--- src/rtl/str_acq_ctl_if.sv ---
// Stream bundle between the ADC source, the acquisition sequencer and the capture buffer.
// slave = sequencer side, master = source/sink (environment) side.
interface str_acq_ctl_if #(parameter int DW = 16);
  logic [DW-1:0] sti_tdata;
  logic          sti_tvalid;
  logic          sti_tready;
  logic [DW-1:0] sto_tdata;
  logic          sto_tvalid;
  logic          sto_tlast;
  logic          sto_tready;

  modport slave (
    input  sti_tdata, sti_tvalid, sto_tready,
    output sti_tready, sto_tdata, sto_tvalid, sto_tlast
  );
  modport master (
    output sti_tdata, sti_tvalid, sto_tready,
    input  sti_tready, sto_tdata, sto_tvalid, sto_tlast
  );
endinterface

--- src/rtl/str_acq_ctl.sv ---
// Acquisition sequencer: pre-trigger fill, trigger wait, post-trigger count with TLAST.
// Optional STR_ACQ_CTL_TRG_LATCH_EN: remember a trigger seen during the pre-trigger fill.
module str_acq_ctl #(
  parameter int DW = 16,
  parameter int CW = 16,
  parameter int AW = 14
) (
  input  logic          clk,
  input  logic          rst,
  input  logic          ctl_start,
  input  logic          ctl_stop,
  input  logic          trg,
  input  logic [CW-1:0] cfg_pre,
  input  logic [CW-1:0] cfg_pst,
  str_acq_ctl_if.slave  st,
  output logic          buf_rst,
  output logic [1:0]    sts_state,
  output logic          sts_done,
  output logic [AW-1:0] sts_ptr,
  output logic [AW-1:0] sts_trg_ptr,
  output logic          irq
);
  typedef enum logic [1:0] {IDLE = 2'd0, PRE = 2'd1, ARM = 2'd2, POST = 2'd3} state_t;

  state_t        state;
  logic          run, xfer, tlast, trg_hit;
  logic [CW-1:0] pre_cnt, pst_cnt, pre_nxt;
  logic [AW-1:0] ptr_nxt, trg_pos;

  assign run           = (state != IDLE);
  assign st.sto_tdata  = st.sti_tdata;
  assign st.sto_tvalid = st.sti_tvalid & run;
  assign st.sti_tready = run ? st.sto_tready : 1'b1;
  assign xfer          = st.sto_tvalid & st.sto_tready;
  // Depends only on registered state, so it cannot change during a stall
  assign tlast         = (state == POST) && (pst_cnt == cfg_pst - CW'(1));
  assign st.sto_tlast  = tlast;
  assign pre_nxt       = pre_cnt + CW'(xfer);
  assign ptr_nxt       = sts_ptr + AW'(xfer);
  assign sts_state     = state;

`ifdef STR_ACQ_CTL_TRG_LATCH_EN
  logic trg_lat;

  always_ff @(posedge clk or posedge rst) begin
    if (rst)                         trg_lat <= 1'b0;
    else if (ctl_stop || ctl_start)  trg_lat <= 1'b0;
    else if (state == PRE && trg)    trg_lat <= 1'b1;
    else if (state == ARM)           trg_lat <= 1'b0;
  end

  // A remembered trigger fires on the first ARM cycle, at the ARM-entry pointer
  assign trg_hit = trg | trg_lat;
  assign trg_pos = trg_lat ? sts_ptr : ptr_nxt;
`else
  assign trg_hit = trg;
  assign trg_pos = ptr_nxt;
`endif

  always_ff @(posedge clk or posedge rst) begin
    if (rst) begin
      state       <= IDLE;
      pre_cnt     <= '0;
      pst_cnt     <= '0;
      sts_ptr     <= '0;
      sts_trg_ptr <= '0;
      sts_done    <= 1'b0;
      buf_rst     <= 1'b0;
      irq         <= 1'b0;
    end else begin
      buf_rst <= 1'b0;
      irq     <= 1'b0;
      if (ctl_stop) begin
        state <= IDLE;
      end else if (ctl_start) begin
        state       <= PRE;
        pre_cnt     <= '0;
        pst_cnt     <= '0;
        sts_ptr     <= '0;
        sts_trg_ptr <= '0;
        sts_done    <= 1'b0;
        buf_rst     <= 1'b1;
      end else begin
        if (run) sts_ptr <= ptr_nxt;
        case (state)
          PRE: begin
            pre_cnt <= pre_nxt;
            // First term covers cfg_pre == 0
            if (pre_cnt == cfg_pre || pre_nxt == cfg_pre) state <= ARM;
          end
          ARM: begin
            if (trg_hit) begin
              sts_trg_ptr <= trg_pos;
              pst_cnt     <= '0;
              if (cfg_pst == '0) begin
                state    <= IDLE;
                sts_done <= 1'b1;
                irq      <= 1'b1;
              end else begin
                state <= POST;
              end
            end
          end
          POST: begin
            if (xfer) begin
              pst_cnt <= pst_cnt + CW'(1);
              if (tlast) begin
                state    <= IDLE;
                sts_done <= 1'b1;
                irq      <= 1'b1;
              end
            end
          end
          default: ;
        endcase
      end
    end
  end
endmodule

--- src/flat_wrapper.sv ---
// flat-port wrapper written by rule: the top's interface ports become plain ports
module str_acq_ctl_flat 
#(
  parameter int DW = 16,
  parameter int CW = 16,
  parameter int AW = 14
)
  (clk, rst, ctl_start, ctl_stop, trg, cfg_pre, cfg_pst, buf_rst, sts_state, sts_done, sts_ptr, sts_trg_ptr, irq, st_sti_tdata, st_sti_tvalid, st_sto_tready, st_sti_tready, st_sto_tdata, st_sto_tvalid, st_sto_tlast);
  str_acq_ctl_if #(.DW(DW)) st_i ();
  input  logic clk;
  input  logic rst;
  input  logic ctl_start;
  input  logic ctl_stop;
  input  logic trg;
  input  logic [CW-1:0] cfg_pre;
  input  logic [CW-1:0] cfg_pst;
  output logic buf_rst;
  output logic [1:0] sts_state;
  output logic sts_done;
  output logic [AW-1:0] sts_ptr;
  output logic [AW-1:0] sts_trg_ptr;
  output logic irq;
  input wire logic [$bits(st_i.sti_tdata)-1:0] st_sti_tdata;
  input wire logic [$bits(st_i.sti_tvalid)-1:0] st_sti_tvalid;
  input wire logic [$bits(st_i.sto_tready)-1:0] st_sto_tready;
  output wire logic [$bits(st_i.sti_tready)-1:0] st_sti_tready;
  output wire logic [$bits(st_i.sto_tdata)-1:0] st_sto_tdata;
  output wire logic [$bits(st_i.sto_tvalid)-1:0] st_sto_tvalid;
  output wire logic [$bits(st_i.sto_tlast)-1:0] st_sto_tlast;
  assign st_i.sti_tdata = st_sti_tdata;
  assign st_i.sti_tvalid = st_sti_tvalid;
  assign st_i.sto_tready = st_sto_tready;
  assign st_sti_tready = st_i.sti_tready;
  assign st_sto_tdata = st_i.sto_tdata;
  assign st_sto_tvalid = st_i.sto_tvalid;
  assign st_sto_tlast = st_i.sto_tlast;
  str_acq_ctl #(.DW(DW), .CW(CW), .AW(AW)) u_core (.clk(clk), .rst(rst), .ctl_start(ctl_start), .ctl_stop(ctl_stop), .trg(trg), .cfg_pre(cfg_pre), .cfg_pst(cfg_pst), .st(st_i), .buf_rst(buf_rst), .sts_state(sts_state), .sts_done(sts_done), .sts_ptr(sts_ptr), .sts_trg_ptr(sts_trg_ptr), .irq(irq));
endmodule
--- config.mk ---
export PLATFORM = sky130hd
export DESIGN_NAME = str_acq_ctl_flat
export DESIGN_NICKNAME = d
export VERILOG_FILES = /design/src/rtl/str_acq_ctl_if.sv /design/src/rtl/str_acq_ctl.sv /design/src/flat_wrapper.sv
export SDC_FILE = /design/constraint.sdc
export NUM_CORES = 1
export LEC_CHECK = 0
export ABC_AREA = 1
export CORE_MARGIN = 2
export CORE_UTILIZATION = 45
export CTS_BUF_LIST = sky130_fd_sc_hd__clkbuf_8
export DETAILED_ROUTE_END_ITERATION = 12
export HOLD_SLACK_MARGIN = 0.05
export PLACE_DENSITY = 0.74
export SLEW_MARGIN = 25
export SYNTH_ARGS = -nofsm -noshare
export SYNTH_HDL_FRONTEND = slang
export SYNTH_SLANG_ARGS = --single-unit
--- constraint.sdc ---
create_clock -name clk -period 3.2 [get_ports clk]
set_input_delay 0.32 -clock clk [delete_from_list [all_inputs] [get_ports clk]]
set_output_delay 0.32 -clock clk [all_outputs]
set_load 0.05 [all_outputs]
======== Word-level counts from Yosys, hierarchy flattened ========
Index checks and enable logic that the tools add are counted.
storage, ports and cells
  bits in registers ....................... 65
  bits in latches ......................... 0
  RAM bits ................................ 0
  ROM bits ................................ 0
  input bits .............................. 55
  output and inout bits ................... 52
  word-level logic and storage cells ...... 80
  memories kept ........................... 0
cells by class
  add/sub/neg operators ................... 4
  multiply operators ...................... 0
  divide/modulo/power cells ............... 0
  magnitude comparators ................... 0
  equality and inequality tests ........... 14
  shifts and indexed selects .............. 0
  multiplexer cells ....................... 35
  bitwise logic cells ..................... 3
  reduce and logical (&&, ||, !) cells .... 16
operators by type and width
  kind                                                                   count
  16-bit two-way mux                                                     5
  14-bit two-way mux                                                     5
  16-bit == test                                                         3
  16-bit one-hot mux with 2 select lines                                 1
  16-bit by 1-bit adder with 16-bit output                               1
  16-bit by 1-bit adder with 16-bit output (second input constant)       1
  16-bit logical NOT                                                     1
  16-bit by 1-bit subtractor with 16-bit output (second input constant)  1
  14-bit by 1-bit adder with 14-bit output                               1
  1-bit two-way mux                                                      14
  2-bit two-way mux                                                      7
  2-bit nonzero test                                                     5
  4-bit by 3-bit != test with 1-bit output (second input constant)       2
  4-bit != test (second input constant)                                  2
  3-bit by 2-bit != test with 1-bit output (second input constant)       2
  3-bit != test (second input constant)                                  2
  2-bit one-hot mux with 3 select lines                                  1
  6-bit AND reduction                                                    1
  5-bit AND reduction                                                    1
  5-bit nonzero test                                                     1
  2-bit == test (second input constant)                                  2
  1-bit one-hot mux with 2 select lines                                  2
  2-bit AND reduction                                                    2
  4-bit AND reduction                                                    1
  other kinds (7)                                                        8

======== Longest topological paths before layout ========
  depth after elaboration ................. 10
  depth in mapped cells ................... 22
  mapped depth without buffers ............ 22

======== Least setup slack after synthesis ========
OpenSTA, ideal clock, no wires.
  kind .................................... reg2reg
  start point ............................. register u_core.state[0], in the netlist u_core.sts_state[0]
  end point ............................... register u_core.sts_ptr[12]
  library setup time ...................... 83 ps
  data arrival time ....................... 3189 ps
  required time ........................... 3117 ps
  slack ................................... -72 ps
  cell stages (with the launch flop) ...... 22
  path buffers ............................ 0
  clock period less this slack ............ 3272 ps
  cell sequence ........................... dfrtp_1 > inv_1 > ha_1 > nor2_2 > nand2_1 > inv_1 > ha_1 > ha_1 > nand2_1 > nor2_1 > inv_1 > nor2_1 > inv_1 > nor2_1 > inv_1 > nor2_1 > inv_1 > nor2_1 > inv_1 > nor2_1 > o21ai_0 > o21ai_0
between the ends
  longest elaborated chain between the ends .. 6
  elaborated cells on any way between the ends .. 8
  classes of those cells .................. add/sub (1); mux (2); bitwise (2); reduce/logical (3)
RTL lines
  what                                      RTL line            source
  start: declaration                        str_acq_ctl.sv:25   state_t state;
  start signal: assignment                  str_acq_ctl.sv:62   state <= IDLE;
  start signal: assignment                  str_acq_ctl.sv:74   state <= IDLE;
  start signal: assignment                  str_acq_ctl.sv:76   state <= PRE;
  2-bit nonzero test                        str_acq_ctl.sv:30   assign run = (state != IDLE);
  1-bit bitwise AND                         str_acq_ctl.sv:32   assign st.sto_tvalid = st.sti_tvalid & run;
  named net st_sto_tvalid                   flat_wrapper.sv:28  output wire logic [$bits(st_i.sto_tvalid)-1:0] st_sto_tvalid;
  1-bit bitwise AND                         str_acq_ctl.sv:34   assign xfer = st.sto_tvalid & st.sto_tready;
  14-bit by 1-bit adder with 14-bit output  str_acq_ctl.sv:39   assign ptr_nxt = sts_ptr + AW'(xfer);
  14-bit two-way mux                        str_acq_ctl.sv:84   if (run) sts_ptr <= ptr_nxt;
  14-bit two-way mux                        str_acq_ctl.sv:75   end else if (ctl_start) begin
  end signal: assignment                    str_acq_ctl.sv:84
  end: declaration                          str_acq_ctl.sv:19   output logic [AW-1:0] sts_ptr,
The timed path passes the listed nets, and every way through them passes these cells. The select of a mux whose other input is x is not followed.
A chain may end at the register's enable or synchronous reset.

======== Worst setup path after layout ========
  start point ............................. input port cfg_pst[0]
  end point ............................... output port st_sto_tlast
between the ends
  longest elaborated chain between the ends .. 3
RTL lines
  what                                           RTL line            source
  start: declaration                             flat_wrapper.sv:16  input logic [CW-1:0] cfg_pst;
  16-bit by 1-bit subtractor with 16-bit output  str_acq_ctl.sv:36   assign tlast = (state == POST) && (pst_cnt == cfg_pst - CW'(1));
  16-bit == test                                 str_acq_ctl.sv:36
  1-bit logical AND                              str_acq_ctl.sv:36
  end: declaration                               flat_wrapper.sv:29  output wire logic [$bits(st_i.sto_tlast)-1:0] st_sto_tlast;
Every way passes these cells.

==> summary.md <==
| Metric | Value |
|---|---|
| Ys async rst share | 1.00 |
| CP delay by family, top | simple AND/OR/NAND/NOR gates |
| # IOs | 107 |
| Starting Density | 0.459 |
| Mapped Area | between 4000 and 5000 sq um |
| WP depth | 13 |
| Pins Over Slew Limit | 0 |
| Pre-Repair DR Iteration Count | 5 |
| CTS root buf | clkbuf_8 |
| ANT nets after route | 0 |
| GRT overflow | 0 |
| Sequential-to-total area share from yosys stat | 0.330 |
| Register-to-register setup slack | 380 ps |
| Crit path max fanout | 5 |
| Yosys top cell by area | dfrtp_1 |
| Synth Area in XOR/XNOR | 0.0693 |
| Peak VDD IR | 203 uV |
| Finished Core Util | 0.555 |
| FF+latch area | 1630 sq um |
| Worst hold-check path type | in2async |
| Htree depth | 3 |
| CP max stage cell | clkdlybuf4s50_1 |
| Hold Violations, Final | 0 |
| Critical path arrival | 2580 ps |
| Top area cells in the synthesized netlist | dfrtp_1, nand2_1, inv_1, nand3_1, o21ai_0 |
| # DRC | 0 |
| Crit path kind | in2out |
| DR WL/cell | 13.6 um |
| Core area | approximately 11000 sq um |
| Worst path max stage delay | 450 ps |
| Final Cell Area | 5960 sq um |
| Nets | about 840 |
| Status | finished clean |
| Share of cells above drive strength 1 | 0.0885 |
| Max-cap violations | 0 |
| Slew @ Worst Pin | 768 ps |
| Synthesized area per cell | 6.96 sq um |
| Crit path cell chain | clkdlybuf4s50_1 -> inv_1 -> ha_1 -> nand2_2 -> nor2_4 -> nand2_1 -> nand3_1 -> nand4_1 -> nor3_1 -> nand2_1 -> nor3_1 -> buf_4 -> buf_12 |
| ANT cells | 0 |
| Fillers | 1028 |
| Die Ht | roughly 110 um |
| Ys flop type | dfrtp_1 |
| Tot GR Track Use | 0.221 |
| Fin Hold WS | 344 ps |
| CTS clk-pin slew, worst paths | 80 ps |
| Global-route wire length before repair | 20900 um |
| Vias per Instance | between 5 and 6 |
| Final period util | 0.906 |
| Hold_buf cts | 0 |
| Post-DP HPWL | 9700 um |
| Post-Synth Adder-Cell Area | 0.0279 |
| Largest net degree at the start of global routing | 43 |
| WL final | 12500 um |
| CP Data Required Time | 2880 ps |
| Post-synthesis cell type count | 37 |
| Post-synthesis compound-gate area fraction | 0.105 |
| RePlAce Congestion | ~0.94 |
| Fmax achieved | 345 MHz |
| Worst slew margin | 0.485 |
| Die width | 109 um |
| Largest family of logic cells by synthesized area | simple AND/OR/NAND/NOR gates |
| Row cnt | 38 |
| FF-to-FF path depth | 21 |
| Placed inst area | 5740 sq um |
| FF+latch count, synth | 65 |
| Crit path capture type | output port |
| Die area | 11800 sq um |
| CTS tree | yes |
| Syn_nets | 774 |
| Crit path time final | 2900 ps |
| I/O Buffers | 74 |
| Initial antenna violation count | 0 |
| YS warnings | 0 |
| Total Power Consumption | 1970 uW |
| Post-synth EDFFs | 0 |
| Mux cell area share after synthesis | 0 |
| Worst skew pair latency | 340 ps |
| Most frequent cells in the layout | nand2_1, inv_1, clkdlybuf4s50_1, dfrtp_1, nor2_1 |
| DRT iter0 DRCs | 272 |
| Power Density | roughly 330 nW/um^2 |
| Critical Path Source Type | input port |
| Clk_skew | 10.0 ps |
| Via count | about 4800 |
| Layout area overhead | 20.9% |
| Number of global-route vias before repair | ~4600 |
| LEAKAGE | 0.00266 uW |
| Simple logic cell fraction of the synthesized area | 0.353 |
| Multi-input gate area | around 2700 sq um |
| Commonest non-fill, non-tap cell in the layout | nand2_1 |
| Final setup fails | 0 |
| CTS sink count | 65 |
| Mapped Cells | 708 |
| Synth top area share | 0.330 |
| Max clock buf depth | 2 |
| Cts bufs inserted | 9 |
| WP buf/inv | 4 |
[cell families (layout without fill, tap and decap cells)]
family / count (synthesis) / in the layout
DFF: 65 / 65
xor gates and xnor gates: 39 / 39
buffers and inverters: 132 / 204
AOI/OAI and AO/OA: 97 / 97
adders and majority gates: 11 / 11
and+or+nand+nor: 364 / 364
[power by group]
group	internal, uW	total (uW)	switching [uW]	leakage [uW]
clock	382	724	342	0.0000985
combinational	148	399	251	0.00166
sequential	834	847	13.8	0.000901
total	1360	1970	606	0.00266
[layout make-up]
type                            count  share of cell area
Multi-Input combinational cell    511               0.460
Timing Repair Buffer               82               0.136
Tap cell                          140              0.0294
Clock buffer                       10              0.0231
Sequential cell                    65               0.273
Clock inverter                      6              0.0113
Inverter                          106              0.0668
[metrics by stage]
stage	setup slack [ps]	cells	TNS, ps
global route	-12.7	920	-12.7
global placement	411	903	0
CTS	264	919	0
finish	301	920	0
floorplan	98.3	708	0
detailed placement	316	903	0
[per-layer routing]
layer	GRT usage	vias up	wire, um
met2	0.375	149	6040
li1	-	2391	-
met1	0.282	2213	5470
met5	0	-	0
met3	0.0359	26	689
met4	0.0870	0	286
[synthesized netlist by cell type, types with 3 or more instances]
master    number
ha_1          11
inv_2          3
inv_1        102
xnor2_1       17
nand3_1       60
nand3b_1       6
xor2_1        22
clkbuf_1       6
nand2_2       11
dfrtp_1       65
buf_4         18
nand4_1       15
nor2_2         7
nor2_1        63
o21ai_0       52
o22ai_1       11
nor2_8         3
nand2_1      170
nor3_1        11
a21oi_1       25
nor2_4         9
[registers in the layout, summed over array words and instances, names as in the netlist]
signal and cells:
u_core.sts_trg_ptr 14, u_core.sts_state 2, u_core.pst_cnt 16, u_core.irq 1, u_core.sts_ptr 14, u_core.sts_done 1
u_core.buf_rst 1, u_core.pre_cnt 16
[worst min-delay path: stages]
cell,delay [ps]
clkdlybuf4s50_1,410
inv_2,60
buf_4,300
[final timing paths]
kind / startpoint / endpoint
hold reg to reg: u_core.sts_trg_ptr[5]$_DFFE_PP0P_ / u_core.sts_trg_ptr[5]$_DFFE_PP0P_
setup reg to reg: u_core.sts_state[0]$_DFFE_PP0P_ / u_core.sts_trg_ptr[12]$_DFFE_PP0P_
setup / recovery: cfg_pst[0] / st_sto_tlast
hold / removal: rst / u_core.pre_cnt[13]$_DFFE_PP0P_
max in group asynchronous: rst / u_core.sts_state[0]$_DFFE_PP0P_
min in group clk: u_core.sts_trg_ptr[5]$_DFFE_PP0P_ / u_core.sts_trg_ptr[5]$_DFFE_PP0P_
[what timing repair did]
item                                    in CTS  in global routing
gates resized for setup                      0                  4
setup buffers                                0                  1
endpoints found under the setup margin       0                  2
No activity file was read; power rests on OpenSTA's default activity.
